===== src/rtl/reg_writeback_queue.sv =====
// Writeback queue sitting in front of a single register-file write port.
// Buffers results in order, drains one per unstalled cycle, and forwards pending values.
module reg_writeback_queue #(
  parameter int DATA_WIDTH_POW = 6,
  parameter int DATA_WIDTH     = 1 << DATA_WIDTH_POW,
  parameter int DEPTH          = 4
) (
  input  logic                       clk_in,
  input  logic                       reset,
  input  logic                       wbValid_in,
  output logic                       wbReady_out,
  input  logic [4:0]                 wbRd_in,
  input  logic [DATA_WIDTH-1:0]      wbData_in,
  input  logic                       stall_in,
  output logic                       regWrite_ctrl,
  output logic [4:0]                 rd_out,
  output logic [DATA_WIDTH-1:0]      writeData_out,
  input  logic [4:0]                 rs1_in,
  input  logic [4:0]                 rs2_in,
  output logic                       fwd1Hit_out,
  output logic                       fwd2Hit_out,
  output logic [DATA_WIDTH-1:0]      fwd1Data_out,
  output logic [DATA_WIDTH-1:0]      fwd2Data_out,
  output logic [$clog2(DEPTH):0]     count_out
);

  localparam int PTR_W = $clog2(DEPTH);
  localparam int CNT_W = PTR_W + 1;

  typedef struct packed {
    logic                  hit;
    logic [DATA_WIDTH-1:0] data;
  } fwd_t;

  logic [4:0]            rd_mem   [DEPTH];
  logic [DATA_WIDTH-1:0] data_mem [DEPTH];
  logic [PTR_W-1:0]      head;
  logic [PTR_W-1:0]      tail;
  logic                  push;
  logic                  pop;
  fwd_t                  fwd1;
  fwd_t                  fwd2;

  // Handshake: a request transfers when wbValid_in && wbReady_out at a rising edge;
  // ready depends only on registered occupancy, never on a same-cycle drain.
  assign wbReady_out = !reset && (count_out < CNT_W'(DEPTH));
  assign push        = wbValid_in && wbReady_out && (wbRd_in != 5'd0);
  assign pop         = !reset && (count_out != '0) && !stall_in;

  always_ff @(posedge clk_in) begin
    if (push) begin
      rd_mem[tail]   <= wbRd_in;
      data_mem[tail] <= wbData_in;
    end
  end

  always_ff @(posedge clk_in) begin
    if (reset) begin
      head          <= '0;
      tail          <= '0;
      count_out     <= '0;
      regWrite_ctrl <= 1'b0;
      rd_out        <= 5'd0;
      writeData_out <= '0;
    end else begin
      if (push) begin
        tail <= tail + PTR_W'(1);
      end
      if (pop) begin
        head          <= head + PTR_W'(1);
        regWrite_ctrl <= 1'b1;
        rd_out        <= rd_mem[head];
        writeData_out <= data_mem[head];
      end else begin
        regWrite_ctrl <= 1'b0;
      end
      case ({push, pop})
        2'b10:   count_out <= count_out + CNT_W'(1);
        2'b01:   count_out <= count_out - CNT_W'(1);
        default: count_out <= count_out;
      endcase
    end
  end

  // Walk oldest to youngest so a younger match overrides; output stage is weakest.
  function automatic fwd_t lookup(input logic [4:0] rs);
    fwd_t             r;
    logic [PTR_W-1:0] idx;
    r = '0;
    if (regWrite_ctrl && (rd_out == rs)) begin
      r.hit  = 1'b1;
      r.data = writeData_out;
    end
    for (int k = 0; k < DEPTH; k++) begin
      idx = head + PTR_W'(k);
      if ((CNT_W'(k) < count_out) && (rd_mem[idx] == rs)) begin
        r.hit  = 1'b1;
        r.data = data_mem[idx];
      end
    end
    if ((rs == 5'd0) || reset) begin
      r = '0;
    end
    return r;
  endfunction

  always_comb begin
    fwd1 = lookup(rs1_in);
    fwd2 = lookup(rs2_in);
  end

  assign fwd1Hit_out  = fwd1.hit;
  assign fwd1Data_out = fwd1.data;
  assign fwd2Hit_out  = fwd2.hit;
  assign fwd2Data_out = fwd2.data;

endmodule


===== config.mk =====
export PLATFORM = sky130hd
export DESIGN_NAME = reg_writeback_queue
export DESIGN_NICKNAME = d
export VERILOG_FILES = /design/src/rtl/reg_writeback_queue.sv
export SDC_FILE = /design/constraint.sdc
export NUM_CORES = 1
export LEC_CHECK = 0
export CAP_MARGIN = 20
export CORE_MARGIN = 10
export CORE_UTILIZATION = 40
export DETAILED_ROUTE_END_ITERATION = 6
export GPL_TIMING_DRIVEN = 0
export SKIP_CTS_REPAIR_TIMING = 1
export SLEW_MARGIN = 20
export SYNTH_ARGS = -nofsm -noshare
export SYNTH_HDL_FRONTEND = slang
export SYNTH_SLANG_ARGS = --single-unit
export TNS_END_PERCENT = 100

===== constraint.sdc =====
create_clock -name clk_in -period 4.05 [get_ports clk_in]
set_clock_uncertainty 0.1 [all_clocks]
set_input_delay 0.405 -clock clk_in [delete_from_list [all_inputs] [get_ports clk_in]]
set_output_delay 0.405 -clock clk_in [all_outputs]
set_load 0.005 [all_outputs]

== Word-level counts from Yosys, hierarchy flattened ==
Memories as Yosys holds them, arrays and structs flattened. A register that Yosys moved wholly into a read port is not among the register bits.
Cells that the tools add are included.

* Flip-flop bits (word level): 77
* RAM bits: 276
* Logic and storage cells: 75
* Memories: 2

* Add/subtract/negate cells: 6
* Order comparisons: 5
* Equality and inequality tests: 12
* Muxes and demuxes: 20
* Reduce and logical (&&, ||, !) cells: 24

{| class="wikitable"
|+ Memory list
! memory !! words !! width !! read ports !! clocked after Yosys merged registers in !! wr ports !! RTL line !! RTL
|-
| data_mem || 4 || 64 || 4 || 1 || 1 || 36 || <nowiki>logic [DATA_WIDTH-1:0] data_mem [DEPTH];</nowiki>
|-
| rd_mem || 4 || 5 || 4 || 1 || 1 || 35 || <nowiki>logic [4:0] rd_mem [DEPTH];</nowiki>
|}

{| class="wikitable"
|+ Operator list
! cell !! number
|-
| $mux W65 || 12
|-
| $eq A5 B5 Y1 || 10
|-
| $logic_and A1 B1 Y1 || 15
|-
| $logic_not A5 Y1 || 2
|-
| $mux W2 || 4
|-
| $lt A1 B3 Y1 const A || 2
|-
| $lt A2 B3 Y1 const A || 2
|-
| $pmux W3 S2 || 1
|-
| $reduce_bool A5 Y1 || 1
|-
| $add A2 B1 Y2 const B || 2
|-
| $add A2 B2 Y2 const B || 2
|-
| $add A3 B1 Y3 const B || 1
|-
| $lt A3 B3 Y1 const B || 1
|-
| $mux W1 || 3
|-
| $reduce_bool A3 Y1 || 1
|-
| $sub A3 B1 Y3 const B || 1
|-
| $eq A2 B1 Y1 const B || 1
|-
| $eq A2 B2 Y1 const B || 1
|-
| $logic_not A1 Y1 || 2
|-
| $logic_or A1 B1 Y1 || 2
|-
| $reduce_bool A2 Y1 || 1
|}

== Longest topological paths before layout ==
* Depth in word-level cells: 8
* Gate-level depth with buffers: 12
* Gate-level depth less buffers: 8

== Least setup slack after synthesis ==
OpenSTA, ideal clock, no wires.

* Kind: input-to-reg
* Start: input reset
* End: memory data_mem[0][0] in the netlist's numbering, enable pin
* Library setup time: 0.435 ns
* Arrival time: 2.830 ns
* Required time: 3.515 ns
* Slack: 0.685 ns
* Cell stages on the path: 5
* Path buffers: 1
* Cell sequence: clkbuf_1 -> nor2_1 -> nand2_1 -> a21oi_1 -> and2_1

* Cells in the longest elaborated chain, start to end: 6

{| class="wikitable"
|+ RTL lines
! element !! RTL line !! RTL
|-
| start: declaration || 9 || <nowiki>input logic reset,</nowiki>
|-
| $logic_not A1 Y1 || 46 || <nowiki>assign wbReady_out = !reset && (count_out < CNT_W'(DEPTH));</nowiki>
|-
| $logic_and A1 B1 Y1 || 46 ||
|-
| named net wbReady_out || 11 || <nowiki>output logic wbReady_out,</nowiki>
|-
| $logic_and A1 B1 Y1 (2 in a row) || 47 || <nowiki>assign push = wbValid_in && wbReady_out && (wbRd_in != 5'd0);</nowiki>
|-
| $mux W1 || 51 || <nowiki>if (push) begin</nowiki>
|-
| $mux W1 (not written as such) || 53 || <nowiki>data_mem[tail] <= wbData_in;</nowiki>
|-
| end: declaration || 36 ||
|}

The timed path passes the listed nets, and every way through them passes these cells.

== Worst setup path in the final report ==
* Start: register head[0]
* End: output fwd1Data_out[47]

* Cells in the longest elaborated chain, start to end: 8
* Elaborated cells on any way between the ends: 15
* Classes of those cells: add/sub (3); eq/ne (3); mux (4); reduce/logical (3); memory (2)

{| class="wikitable"
|+ RTL lines
! element !! RTL line !! RTL
|-
| start: declaration || 37 || <nowiki>logic [PTR_W-1:0] head;</nowiki>
|-
| start signal: assignment || 70 || <nowiki>head <= head + PTR_W'(1);</nowiki>
|-
| $add A2 B1 Y2 || 95 || <nowiki>idx = head + PTR_W'(k);</nowiki>
|-
| $mem_v2 Z4 W5 || -- ||
|-
| $eq A5 B5 Y1 || 96 || <nowiki>if ((CNT_W'(k) < count_out) && (rd_mem[idx] == rs)) begin</nowiki>
|-
| $logic_and A1 B1 Y1 || 96 ||
|-
| $mux W65 (2 in a row) || 96 ||
|-
| $mux W65 * || 96 ||
|-
| $mux W65 * || 101 || <nowiki>if ((rs == 5'd0) || reset) begin</nowiki>
|-
| end: declaration || 22 || <nowiki>output logic [DATA_WIDTH-1:0] fwd1Data_out,</nowiki>
|}

Mark *: on every way between the ends. The rest lies on a longest branch, timed or not.

==> flow_summary.yaml <==
drt:
  drt_wl_total_um: 95900
  routed_via_density: 6.72
  drtPass1Iterations: 6
  drt_iter0_drc: 2332
  vias: 20500
  drc: 0
  ant_nets: 0
  wl_per_cell_um: 31.5
layout:
  nNetsFinal: 2345
  area_delta_synth_final_pct: 34.5
  drive_gt1_share_pct: 35.1
global_routing:
  grt_max_degree: 41
  gr-usage-all-layers_pct: 26.6
  gr-total-overflow: 0
  grt_pass1_vias: 19700
  antenna_found_initial: 11
  grt_first_pass_wirelength_um: 134000
sta:
  fmax_mhz: 233
  rsz0062_at_grt: "true"
  period_share_pct: 106
  timing.final.ws_setup_ps: -248
  hold_viol: 0
  drv_slew: 0
  setup-violations-final: 13
  worst_slew_pin_slew_ps: 827
  layout_min_cycle_time_ps: 4300
  slew_headroom_pct: 44.9
clock_network:
  cts_buffers: 39
  clockBufferDepth: 3
  cts_sinks: 355
  htreeDepth: 2
  clkTransAtPathRegs_ps: 60
  clock_latency_ps: 570
  cts_root_buffer: "clkbuf_16"
  cts_tree: "done"
yosys:
  synth.net_count: 1975
  syn-cell-area_sq_um: 23000
  syn_area_per_cell_sq_um: 12.2
  synth_cell_types: 49
  yosysSeqAreaShare_pct: 42.8
  ys_warn_count: 0
  synth_edf_count: 276
  async_flop_share_pct: 0
  ys_ff_latch: 355
  ys.flop_type: "edfxtp_1"
  synthCells: 1883
placement:
  gp_congestion: 0.948
  dpl.hpwl_um: 67400
  port_buffers: 275
  dpl_worst_slack_ps: -714
power:
  internal_power_mw: 7.29
  vdd_drop_max_mv: 0.256
  finalPower_mw: 10.3
  swShare_pct: 29.5
  powerDensity_nw_per_um2: 334
  clockPowerShare_pct: 33.4
  leakage_nw: 11.6
  p_switching_mw: 3.06
  pwr-share-comb_pct: 24.9
  pwr-share-seq_pct: 41.7
run_status:
  violations: "negative setup slack"
  status: "complete, but fails checks"
worst_setup_path:
  worstSetupEndpointType: "output pin"
  rr_worst_depth: 8
  crit_path_max_fanout: 10
  cp.arrival_ps: 3790
  critPathKind: "register to output pin"
  startpoint_type: "register"
  crit_required_ps: 3540
min_path:
  hold_depth: 1
  hold_class: "primary input to register"
floorplan:
  core_area_sq_um: 56700
  io_pins: 287
  die_x_um: 260
  dieHeight_um: 260
  start_util_pct: 40.6
  rows: 87
  dieArea_sq_um: 67600
job:
  cap_violations: 0
-- cell families after synthesis --
logic type                 synth area share [%]
buffers and inverters                      4.10
adders and majority gates                 0.489
DFF                                        42.8
muxes                                      25.3
xor gates and xnor gates                   2.02
AOI/OAI and AO/OA                          16.3
and+or+nand+nor                            8.99
-- area by class of cell --
class	count	area, sq um
tap	756	946
antenna	4	10.0
inverter	11	43.8
clock inverter	18	141
sequential	355	9870
clock buffer	52	1070
buffer	197	1430
fill	4688	25700
timing repair buffer	334	3600
multi-input combinational	1315	13900
-- critical path, stage by stage (launching register included) --
cell             delay, ps
dfxtp_1                370
buf_6                  190
mux4_2                 590
xnor2_2                170
nand4_1                170
nor3_4                 190
buf_12                 180
nand3b_1               200
buf_6                  170
buf_8                  170
o21ai_1                100
nor3_2                 170
clkdlybuf4s50_1        540
-- cells in the final DEF, fill, tap and decap left out, types with 23 or more instances in the layout --
master / Yosys / layout
clkbuf_2: 0 / 42
mux4_2: 231 / 231
nand2b_1: 73 / 73
a22oi_2: 0 / 55
dfxtp_1: 79 / 77
mux2i_1: 37 / 31
a221oi_1: 64 / 40
mux2_2: 23 / 23
a21oi_1: 74 / 53
clkdlybuf4s50_1: 0 / 148
a221oi_2: 0 / 24
nor2_1: 87 / 83
clkbuf_4: 0 / 39
edfxtp_1: 276 / 276
and3_1: 43 / 43
a22oi_1: 86 / 31
buf_4: 8 / 57
clkbuf_16: 0 / 41
buf_6: 5 / 23
xnor2_1: 38 / 34
nand2_1: 104 / 102
dlymetal6s2s_1: 0 / 111
nor3_2: 2 / 27
o22ai_1: 38 / 38
a211oi_2: 10 / 26
buf_2: 61 / 29
o31ai_4: 0 / 38
o21ai_0: 149 / 129
clkbuf_1: 111 / 52
-- stage by stage --
stage                     TNS (ps)  util, %  hold slack, ps  cells  area (sq um)
after floorplan                  0        -             378   1883         23000
after global placement     -573250     47.1             386   2914         26700
after detailed placement    -61990     47.5             397   2921         26900
after CTS                  -143410     49.6             342   2991         28100
after global routing         -4830     54.6             384   3041         31000
final                        -1130     54.7             367   3042         31000
-- power by group through the flow --
stage          Combinational, mW  Clock, mW  Sequential (mW)
2_1_floorplan               1.43          0             4.31
3_3_place_gp                2.26          0             4.37
3_5_place_dp                2.31          0             4.37
4_1_cts                     2.32       3.48             4.30
5_1_grt                     2.72       3.63             4.33
6_report                    2.57       3.46             4.31
-- state kept, by name, indices dropped and copies added (netlist names), named ones only --
| register | flops |
|---|---|
| regWrite_ctrl | 1 |
| head | 2 |
| data_mem | 256 |
| writeData_out | 64 |
| count_out | 3 |
| tail | 2 |
| rd_out | 5 |
| rd_mem | 20 |
-- layer usage --
metal	GRT usage, %	vias to the layer above	part of all wire (%)
met5	0	-	0.099
met4	14.2	14	5.5
met3	7.30	344	12
met2	41.7	1491	46
met1	33.1	10200	37
li1	-	8403	-
-- synthesized netlist by cell type (all sizes together), types with 4 or more instances --
library cell	count	area, sq um
a211oi	42	365
a21oi	76	388
a221o	22	220
a221oi	64	561
a22oi	86	646
and2	23	144
and3	43	269
buf	91	485
clkbuf	111	417
dfxtp	79	1580
edfxtp	276	8290
ha	9	113
inv	11	41.3
mux2	23	259
mux2i	37	370
mux4	231	5200
nand2	104	390
nand2b	73	457
nand3	9	45.0
nand4	5	31.3
nor2	87	327
nor2b	5	31.3
nor3	44	241
nor4	4	55.1
o21ai	149	746
o22ai	38	238
o31ai	65	488
o32ai	4	35.0
or2	4	25.0
or3	4	25.0
xnor2	38	333
xor2	15	131
-- final timing paths --
| check | from | to | slack [ps] |
|---|---|---|---|
| hold reg to reg | writeData_out[50] | writeData_out[50] | 400 |
| setup reg to reg | count_out[0] | count_out[2] | 670 |
| hold / removal | wbData_in[10] | data_mem[0][10] | 370 |
| setup / recovery | head[0] | fwd1Data_out[47] | -250 |
Note: power is estimated with default switching activity, not from simulation.
